[src/rtl/dc_n_seq.sv]
// dc_n_seq: W-to-2**W one-hot decoder with a registered, back-pressured output.
// Decode mode turns an offered select value into a one-hot result one cycle
// later. Scan mode steps the one-hot result through 0..N-1 once every DIV
// cycles. Both modes share one output register with a valid/ready handshake.
module dc_n_seq #(
  parameter int W   = 2,
  parameter int DIV = 4
) (
  input  logic                clk,
  input  logic                rst_n,
  input  logic                mode,
  input  logic                in_valid,
  output logic                in_ready,
  input  logic [W-1:0]        i,
  output logic [(1<<W)-1:0]   out,
  output logic                out_valid,
  input  logic                out_ready,
  output logic [W-1:0]        idx,
  output logic                wrap
);

  localparam int N  = 1 << W;
  localparam int DW = (DIV > 1) ? $clog2(DIV) : 1;
  localparam logic [DW-1:0] DIV_LAST = DW'(DIV - 1);
  localparam logic [W-1:0]  IDX_LAST = W'(N - 1);
  localparam logic [N-1:0]  ONE_HOT0 = {{(N-1){1'b0}}, 1'b1};

  typedef enum logic {S_DEC = 1'b0, S_SCAN = 1'b1} state_t;

  state_t        state_q, state_d;
  logic [DW-1:0] div_q, div_d;
  logic          first_q, first_d;   // next scan result is the first since entry
  logic [N-1:0]  out_q, out_d;
  logic          valid_q, valid_d;
  logic [W-1:0]  idx_q, idx_d;
  logic          wrap_q, wrap_d;

  logic          free;       // output register may take a new value this cycle
  logic          tick;       // scan step is due (stays due until it can land)
  logic          accept;     // decode handshake completes
  logic          scan_load;  // scan step lands in the output register
  logic [W-1:0]  scan_idx;   // index of the scan result being loaded

  // Handshake qualifiers shared by the FSM and the datapath.
  always_comb begin
    free      = !valid_q || out_ready;
    tick      = (state_q == S_SCAN) && (div_q == DIV_LAST);
    in_ready  = rst_n && (state_q == S_DEC) && !mode && free;
    accept    = in_valid && in_ready;
    scan_load = tick && free;
    scan_idx  = first_q ? '0 : idx_q + W'(1);
  end

  // Mode FSM: switch direction only when the output register is free, so a
  // held result is never overwritten by the other mode.
  always_comb begin
    state_d = state_q;
    if (free) begin
      case (state_q)
        S_DEC:   if (mode)  state_d = S_SCAN;
        S_SCAN:  if (!mode) state_d = S_DEC;
        default: state_d = S_DEC;
      endcase
    end
  end

  // Scan divider: counts only in scan, parks on the last count while the
  // output is blocked so a pending step is neither lost nor doubled.
  always_comb begin
    div_d   = div_q;
    first_d = first_q;
    if (state_q != S_SCAN) begin
      div_d = '0;
    end else if (tick) begin
      div_d = free ? '0 : div_q;
    end else begin
      div_d = div_q + DW'(1);
    end
    if ((state_q == S_DEC) && (state_d == S_SCAN)) begin
      first_d = 1'b1;
    end else if (scan_load) begin
      first_d = 1'b0;
    end
  end

  // Output register: load a decode or scan result, hold under backpressure,
  // otherwise drain to empty (idx keeps the last index).
  always_comb begin
    out_d   = out_q;
    valid_d = valid_q;
    idx_d   = idx_q;
    wrap_d  = 1'b0;
    if (accept) begin
      out_d   = ONE_HOT0 << i;
      valid_d = 1'b1;
      idx_d   = i;
    end else if (scan_load) begin
      out_d   = ONE_HOT0 << scan_idx;
      valid_d = 1'b1;
      idx_d   = scan_idx;
      wrap_d  = !first_q && (idx_q == IDX_LAST);
    end else if (free) begin
      out_d   = '0;
      valid_d = 1'b0;
    end
  end

  // State registers with synchronous active-low reset.
  always_ff @(posedge clk) begin
    if (!rst_n) begin
      state_q <= S_DEC;
      div_q   <= '0;
      first_q <= 1'b0;
      out_q   <= '0;
      valid_q <= 1'b0;
      idx_q   <= '0;
      wrap_q  <= 1'b0;
    end else begin
      state_q <= state_d;
      div_q   <= div_d;
      first_q <= first_d;
      out_q   <= out_d;
      valid_q <= valid_d;
      idx_q   <= idx_d;
      wrap_q  <= wrap_d;
    end
  end

  assign out       = out_q;
  assign out_valid = valid_q;
  assign idx       = idx_q;
  assign wrap      = wrap_q;

endmodule
[config.mk]
export PLATFORM = sky130hd
export DESIGN_NAME = dc_n_seq
export DESIGN_NICKNAME = d
export VERILOG_FILES = /design/src/rtl/dc_n_seq.sv
export SDC_FILE = /design/constraint.sdc
export NUM_CORES = 1
export LEC_CHECK = 0
export CAP_MARGIN = 30
export CORE_MARGIN = 2
export CORE_UTILIZATION = 44
export CTS_CLUSTER_DIAMETER = 40
export DETAILED_ROUTE_END_ITERATION = 6
export HOLD_SLACK_MARGIN = 0.1
export PLACE_DENSITY = 0.73
export SKIP_CTS_REPAIR_TIMING = 1
export SYNTH_ARGS = -nofsm -noshare
export SYNTH_HDL_FRONTEND = slang
export SYNTH_SLANG_ARGS = --single-unit
[constraint.sdc]
create_clock -name clk -period 1.8 [get_ports clk]
set_input_delay 0.27 -clock clk [delete_from_list [all_inputs] [get_ports clk]]
set_output_delay 0.27 -clock clk [all_outputs]
set_load 0.01 [all_outputs]
==> impl_summary.txt, run 1 <==
----------------------------------------------------
[Logic synthesis]
  Mean cell area of the mapped netlist ... 8.31 µm²
  Largest cells by area after synthesis ... dfxtp_1 (41%), nand2_1 (6.5%), a21oi_1 (6.0%), ha_1 (4.3%), nand3_1 (3.4%)
  Sequential-to-total area share from yosys stat ... 0.413
  Unique masters post-synth ... 29
  Dominant cell by count in the synthesized netlist ... dfxtp_1
  Top cells by instance count after synthesis ... dfxtp_1 (12), nand2_1 (10), a21oi_1 (7)
  Number of instances in the synthesized netlist ... 70
  Post-synth EDFFs ... 0
  Cell taking the most area after synthesis ... dfxtp_1
  Mapped Nets ... 79
  Top FF cell, synth ... dfxtp_1
  Yosys synthesis warning count ... 0
  Seq cells post-synth ... 12
  Post-Synthesis Cell Area ... 582 µm²
  Async S/R FF share, synth ... 0
  Proportion of netlist area held by the largest area contributor ... 0.413

[Power]
  Power Density ... 642 nW/µm²
  Pwr Total ... 0.524 mW
  Worst VDD drop ... 0.000398 V
  Leak Pwr ... 0.319 nW

[Setup path]
  Crit start category ... register
  Critical path capture point type ... primary output
  Crit path max-delay family ... buffers and inverters
  Chain of cells forming the critical path ... clkdlybuf4s50_1
  Kind of critical path ... register to primary output
  Worst path bufs/invs ... 1
  CP arrival ... 1.33 ns
  Largest fanout on the critical path ... 8
  Slowest Stage Delay on Critical Path ... 0.59 ns
  Critical Path RT ... 1.53 ns
  Slowest CP cell ... clkdlybuf4s50_1
  Start point of the critical path ... idx[0]$_SDFFE_PN0P_
  Reg-to-reg startpoint ... div_q[0]$_SDFFE_PN0P_
  R2R cell count ... 5
  Crit. path cell count ... 1

[STA]
  RSZ-0062 raised after global routing ... false
  Final Max Slew Viols ... 0
  Maximum frequency from static timing analysis ... 625 MHz
  Final worst hold slack ... 0.476 ns
  Final-report setup violation count ... 0
  Transition at the pin with the smallest max-transition slack ... 0.309 ns
  Skew final ... 0.00215 ns
  Period minus WS final ... 1.60 ns
  Final clock period utilization by the worst path ... 0.889
  Relative slew margins ... 0.794
  Hold violation count in the final report ... 0

[Finish]
  Footprint of the multi-input gates ... 318 µm²
  Filler cell count in the final layout ... 108
  Share of final-layout standard cells stronger than drive strength 1 ... 0.120
  Synthesis-to-layout area growth ... 40.2%
  Register cell area after layout ... 240 µm²
  Final-stage net count ... 103
  Final design instance area without fill ... 816 µm²
  Number of inserted diodes ... 0
  Final core utilization ... 0.643

[Floorplan]
  Standard-cell row count ... 13
  Die ar. ... 1630 µm²
  Die span in x ... 40.4 µm
  Initial Utilization ... 0.459
  Number of I/O pins ... 16
  Die height ... 40.4 µm
  Placeable core area ... 1270 µm²

[Clock tree]
  Clock transition at the registers of the reported paths ... 0.07 ns
  H-Tree Depth ... 1
  Clock tree from TritonCTS ... yes
  Clock latency on the worst-skew pair ... 0.28 ns
  Clock root cell ... clkbuf_4
  TritonCTS buffer count ... 3
  Clk buf depth ... 2
  Number of clock sinks ... 12

[Route]
  Number of nets with antenna violations after detailed routing ... 0
  Total iterations of the first detailed-routing run ... 4
  Final WL ... 1.52 mm
  Vias per inst ... 5.78
  Routed vias ... 618
  Starting DRC count in detailed routing ... 6
  Post-detailed-route DRC marker count ... 0
  WL per Instance ... 14.2 µm

[Global routing]
  Initial antenna violation count ... 0
  Global-route congestion overflow total ... 0
  First-pass GRT wire length ... 2.23 mm
  Number of global-route vias before repair ... 511
  Maximum number of pins on one net before global-route repair ... 9
  Overall track demand over capacity in global routing ... 0.220

[Flow run]
  Number of max-capacitance violations reported ... 0

[Hold path]
  Launch point of the worst hold path ... div_q[1]$_SDFFE_PN0P_
  Hold depth ... 2
  Class of the tightest hold or removal check ... register to register

[Placed design]
  RePlAce Congestion ... 0.911
  Dpl hpwl ... 1.08 mm
  Placed standard-cell area ... 785 µm²
  Number of input and output port buffers inserted ... 15

[Status]
  Outcome ... complete, no violations

----------------------------------------------------
## routing by layer
metal / track usage / up-vias / share of wire / wire [µm]
met3: 0.0611 / 7 / 0.046 / 70
met4: 0.167 / 0 / 0.036 / 55
met5: 0 / - / 0 / 0
li1: - / 303 / - / -
met2: 0.341 / 19 / 0.50 / 756
met1: 0.252 / 289 / 0.42 / 640
## cells by family after synthesis
| kind of cell | count (synthesis) | share of synthesized area |
|---|---|---|
| compound gates | 19 | 0.209 |
| fa+ha+maj | 2 | 0.0430 |
| flops | 12 | 0.413 |
| simple gates | 30 | 0.284 |
| buf+inv | 7 | 0.0516 |
## through the flow
| stage | setup slack (ns) | setup TNS [ns] | cells |
|---|---|---|---|
| 2_1_floorplan | 0.400 | 0 | 70 |
| 3_3_place_gp | -0.183 | -0.183 | 104 |
| 3_5_place_dp | -0.184 | -0.184 | 104 |
| 4_1_cts | -0.227 | -0.227 | 107 |
| 5_1_grt | 0.121 | 0 | 107 |
| 6_report | 0.199 | 0 | 107 |
## final timing paths
check | to | slack [ns]
min | div_q[1]$_SDFFE_PN0P_ | 0.48
min reg2reg | div_q[1]$_SDFFE_PN0P_ | 0.48
max | idx[0] | 0.20
max reg2reg | out[1]$_SDFFE_PN0P_ | 0.26
## flip-flops by register name, summed over array words and instances (netlist names)
signal     cells
first_q        1
out_valid      1
out            4
div_q          2
idx            2
wrap           1
state_q        1
## placed cells by master (no fill, tap or decap), types with 2 or more instances in the layout
master	instances
clkdlybuf4s50_1	14
dfxtp_1	12
nand2_1	10
a21oi_1	7
buf_4	6
inv_1	5
nand3_1	4
nor2_1	3
o21ai_0	3
clkbuf_4	3
nor2b_1	2
a31oi_1	2
nor3_1	2
ha_1	2
## power by group
| group | internal, mW | switching, mW | total (mW) |
|---|---|---|---|
| registers | 0.274 | 0.0101 | 0.284 |
| clock network | 0.0777 | 0.0868 | 0.164 |
| logic | 0.0415 | 0.0336 | 0.0751 |
| total | 0.394 | 0.131 | 0.524 |
## final cells by class
cell class / instances / area share
timing repair buffer: 21 / 0.242
clock buffer: 3 / 0.0276
tap: 15 / 0.0230
multi-input combinational: 51 / 0.390
sequential: 12 / 0.294
inverter: 5 / 0.0230
No activity file was read; power rests on OpenSTA's default activity.
==> run 2, diff against run 1 <==
--- a/config.mk
+++ b/config.mk
@@ -6,12 +6,13 @@
 export NUM_CORES = 1
 export LEC_CHECK = 0
 export CAP_MARGIN = 30
-export CORE_MARGIN = 2
-export CORE_UTILIZATION = 44
+export CORE_AREA = 2 2 39 41
 export CTS_CLUSTER_DIAMETER = 40
 export DETAILED_ROUTE_END_ITERATION = 6
+export DIE_AREA = 0 0 41 43
+export DONT_BUFFER_PORTS = 1
 export HOLD_SLACK_MARGIN = 0.1
-export PLACE_DENSITY = 0.73
+export PLACE_DENSITY = 0.57
 export SKIP_CTS_REPAIR_TIMING = 1
 export SYNTH_ARGS = -nofsm -noshare
 export SYNTH_HDL_FRONTEND = slang
==> run 2 against run 1 <==
Design area shrank 22%. Core utilization is 18 points lower. Die area up 8.2%. Power rose by 2.4%. Critical path type unchanged. Non-clock buffer count shrank 20. Count of clock-buffer cells in the layout is 1 higher. Worst hold slack worse by 0.35 ns. Critical endpoint is now in_ready. Worst setup slack better by 0.016 ns. Largest power group unchanged.
==> impl_summary.txt, run 2 (synthesis gave the netlist of run 1 again) <==
----------------------------------------------------
[Status]
  Outcome ... complete, no violations

[Floorplan]
  Die span in x ... 41 µm
  Number of I/O pins ... 16
  Placeable core area ... 1380 µm²
  Standard-cell row count ... 14
  Die height ... 43 µm
  Die ar. ... 1760 µm²
  Initial Utilization ... 0.420

[Finish]
  Number of inserted diodes ... 0
  Commonest cells after routing, fill and taps aside ... dfxtp_1 (12), nand2_1 (10), a21oi_1 (7)
  Most common library cell in the layout ignoring fill and taps ... dfxtp_1
  Synthesis-to-layout area growth ... 9.03%
  Largest register FFs ... 4
  Share of final-layout standard cells stronger than drive strength 1 ... 0.0822
  Final-stage net count ... 83

[Global routing]
  Maximum number of pins on one net before global-route repair ... 9
  Initial antenna violation count ... 0
  Global-route congestion overflow total ... 0
  Number of global-route vias before repair ... 513
  First-pass GRT wire length ... 2.24 mm
  Overall track demand over capacity in global routing ... 0.188

[Route]
  Final WL ... 1.28 mm
  Vias per inst ... 5.80
  Post-detailed-route DRC marker count ... 0
  Routed vias ... 516
  Total iterations of the first detailed-routing run ... 4
  Starting DRC count in detailed routing ... 18
  WL per Instance ... 14.4 µm
  Number of nets with antenna violations after detailed routing ... 0

[Power]
  Worst VDD drop ... 0.000364 V
  Power Density ... 846 nW/µm²
  Leak Pwr ... 0.232 nW
  Pwr Total ... 0.537 mW

[STA]
  Post-route setup TNS ... 0 ns
  Final Max Slew Viols ... 0
  Final-report setup violation count ... 0
  Final clock period utilization by the worst path ... 0.880
  Skew final ... 0.00186 ns
  Hold violation count in the final report ... 0
  RSZ-0062 raised after global routing ... false
  Transition at the pin with the smallest max-transition slack ... 0.514 ns
  Maximum frequency from static timing analysis ... 631 MHz
  Relative slew margins ... 0.654
  Period minus WS final ... 1.58 ns
  Final Worst Setup Slack ... 0.216 ns

[Clock tree]
  Clock root cell ... clkbuf_4
  TritonCTS buffer count ... 3
  Clk buf depth ... 2
  Clock tree from TritonCTS ... yes
  Clock transition at the registers of the reported paths ... 0.08 ns
  Clock latency on the worst-skew pair ... 0.27 ns
  H-Tree Depth ... 1
  Number of clock sinks ... 12

[Setup path]
  Worst R2R Setup Slack ... 0.26 ns
  R2R cell count ... 5
  Slowest CP cell ... nor2b_1
  Chain of cells forming the critical path ... nor2b_1 -> nor4_1
  Reg-to-Reg End ... out[1]$_SDFFE_PN0P_
  Slowest Stage Delay on Critical Path ... 0.47 ns
  Critical path capture point type ... primary output
  CP arrival ... 1.31 ns
  Reg-to-reg startpoint ... div_q[0]$_SDFFE_PN0P_
  Kind of critical path ... register to primary output
  Crit start category ... register
  Largest fanout on the critical path ... 7
  Critical Path RT ... 1.53 ns

[Placed design]
  Minimum setup slack after placement ... 0.268 ns
  Number of input and output port buffers inserted ... 0
  Dpl hpwl ... 941 µm
  RePlAce Congestion ... 0.796

[Flow run]
  Number of max-capacitance violations reported ... 0

[Hold path]
  Hold endpoint ... out[0]$_SDFFE_PN0P_
  Hold depth ... 2
  Launch point of the worst hold path ... rst_n
  Class of the tightest hold or removal check ... input pin to register

----------------------------------------------------
run 2: cell types whose count changed in the layout (fill, tap and decap cells not counted):
cell / change
buf_4: -5
clkbuf_8: +1
clkdlybuf4s50_1: -14
dlymetal6s2s_1: -1
nor4_1: +1
nor4_2: -1
run 2: worst max-delay path by stage:
stage	startpoint	endpoint	cells past startpoint
after floorplan	idx[0]$_SDFFE_PN0P_	out[1]$_SDFFE_PN0P_	3
after global placement	idx[0]$_SDFFE_PN0P_	out[1]$_SDFFE_PN0P_	3
after CTS	out_valid$_SDFFE_PN0P_	in_ready	2
final	out_valid$_SDFFE_PN0P_	in_ready	2
after detailed placement	idx[0]$_SDFFE_PN0P_	out[1]$_SDFFE_PN0P_	3
after global routing	out_valid$_SDFFE_PN0P_	in_ready	2
run 2: through the flow:
| stage | cell area [µm²] | instances | hold slack [ns] | utilization |
|---|---|---|---|---|
| after floorplan | 582 | 70 | 0.405 | - |
| after global placement | 598 | 85 | 0.408 | 0.432 |
| after detailed placement | 598 | 85 | 0.416 | 0.432 |
| after CTS | 634 | 89 | 0.119 | 0.458 |
| after global routing | 634 | 89 | 0.108 | 0.458 |
| final | 634 | 89 | 0.123 | 0.458 |
run 2: cell type report:
| class | count | area (µm²) |
|---|---|---|
| repair buffers | 1 | 7.51 |
| well taps | 16 | 20.0 |
| clock buffers | 4 | 36.3 |
| inverters | 5 | 18.8 |
| fillers | 141 | 749 |
| multi-input cells | 51 | 312 |
| flip-flops and latches | 12 | 240 |
run 2: worst max-delay path, delay by kind of cell (launching register included):
kind	cells	cell delay [ns]
flip-flops	1	0.40
AND/OR/NAND/NOR	2	0.64
run 2: routing by layer:
| metal | wire length, µm | track usage | share of wire | vias to the layer above |
|---|---|---|---|---|
| met5 | 0 | 0 | 0 | - |
| met4 | 10 | 0.107 | 0.0078 | 0 |
| met3 | 105 | 0.105 | 0.082 | 2 |
| met2 | 563 | 0.216 | 0.44 | 23 |
| met1 | 598 | 0.266 | 0.47 | 231 |
| li1 | - | - | - | 260 |
run 2: report_power, final:
group / switching (mW) / total [mW] / internal, mW
Sequential: 0.0120 / 0.286 / 0.274
Combinational: 0.0186 / 0.0348 / 0.0161
Clock: 0.0926 / 0.216 / 0.123
==> run 3, diff against run 2 <==
--- a/config.mk
+++ b/config.mk
@@ -7,7 +7,6 @@
 export LEC_CHECK = 0
 export CAP_MARGIN = 30
 export CORE_AREA = 2 2 39 41
-export CTS_CLUSTER_DIAMETER = 40
 export DETAILED_ROUTE_END_ITERATION = 6
 export DIE_AREA = 0 0 41 43
 export DONT_BUFFER_PORTS = 1
==> results of run 3 <==
No change in the layout: final DEF, timing and power equal those of run 2.
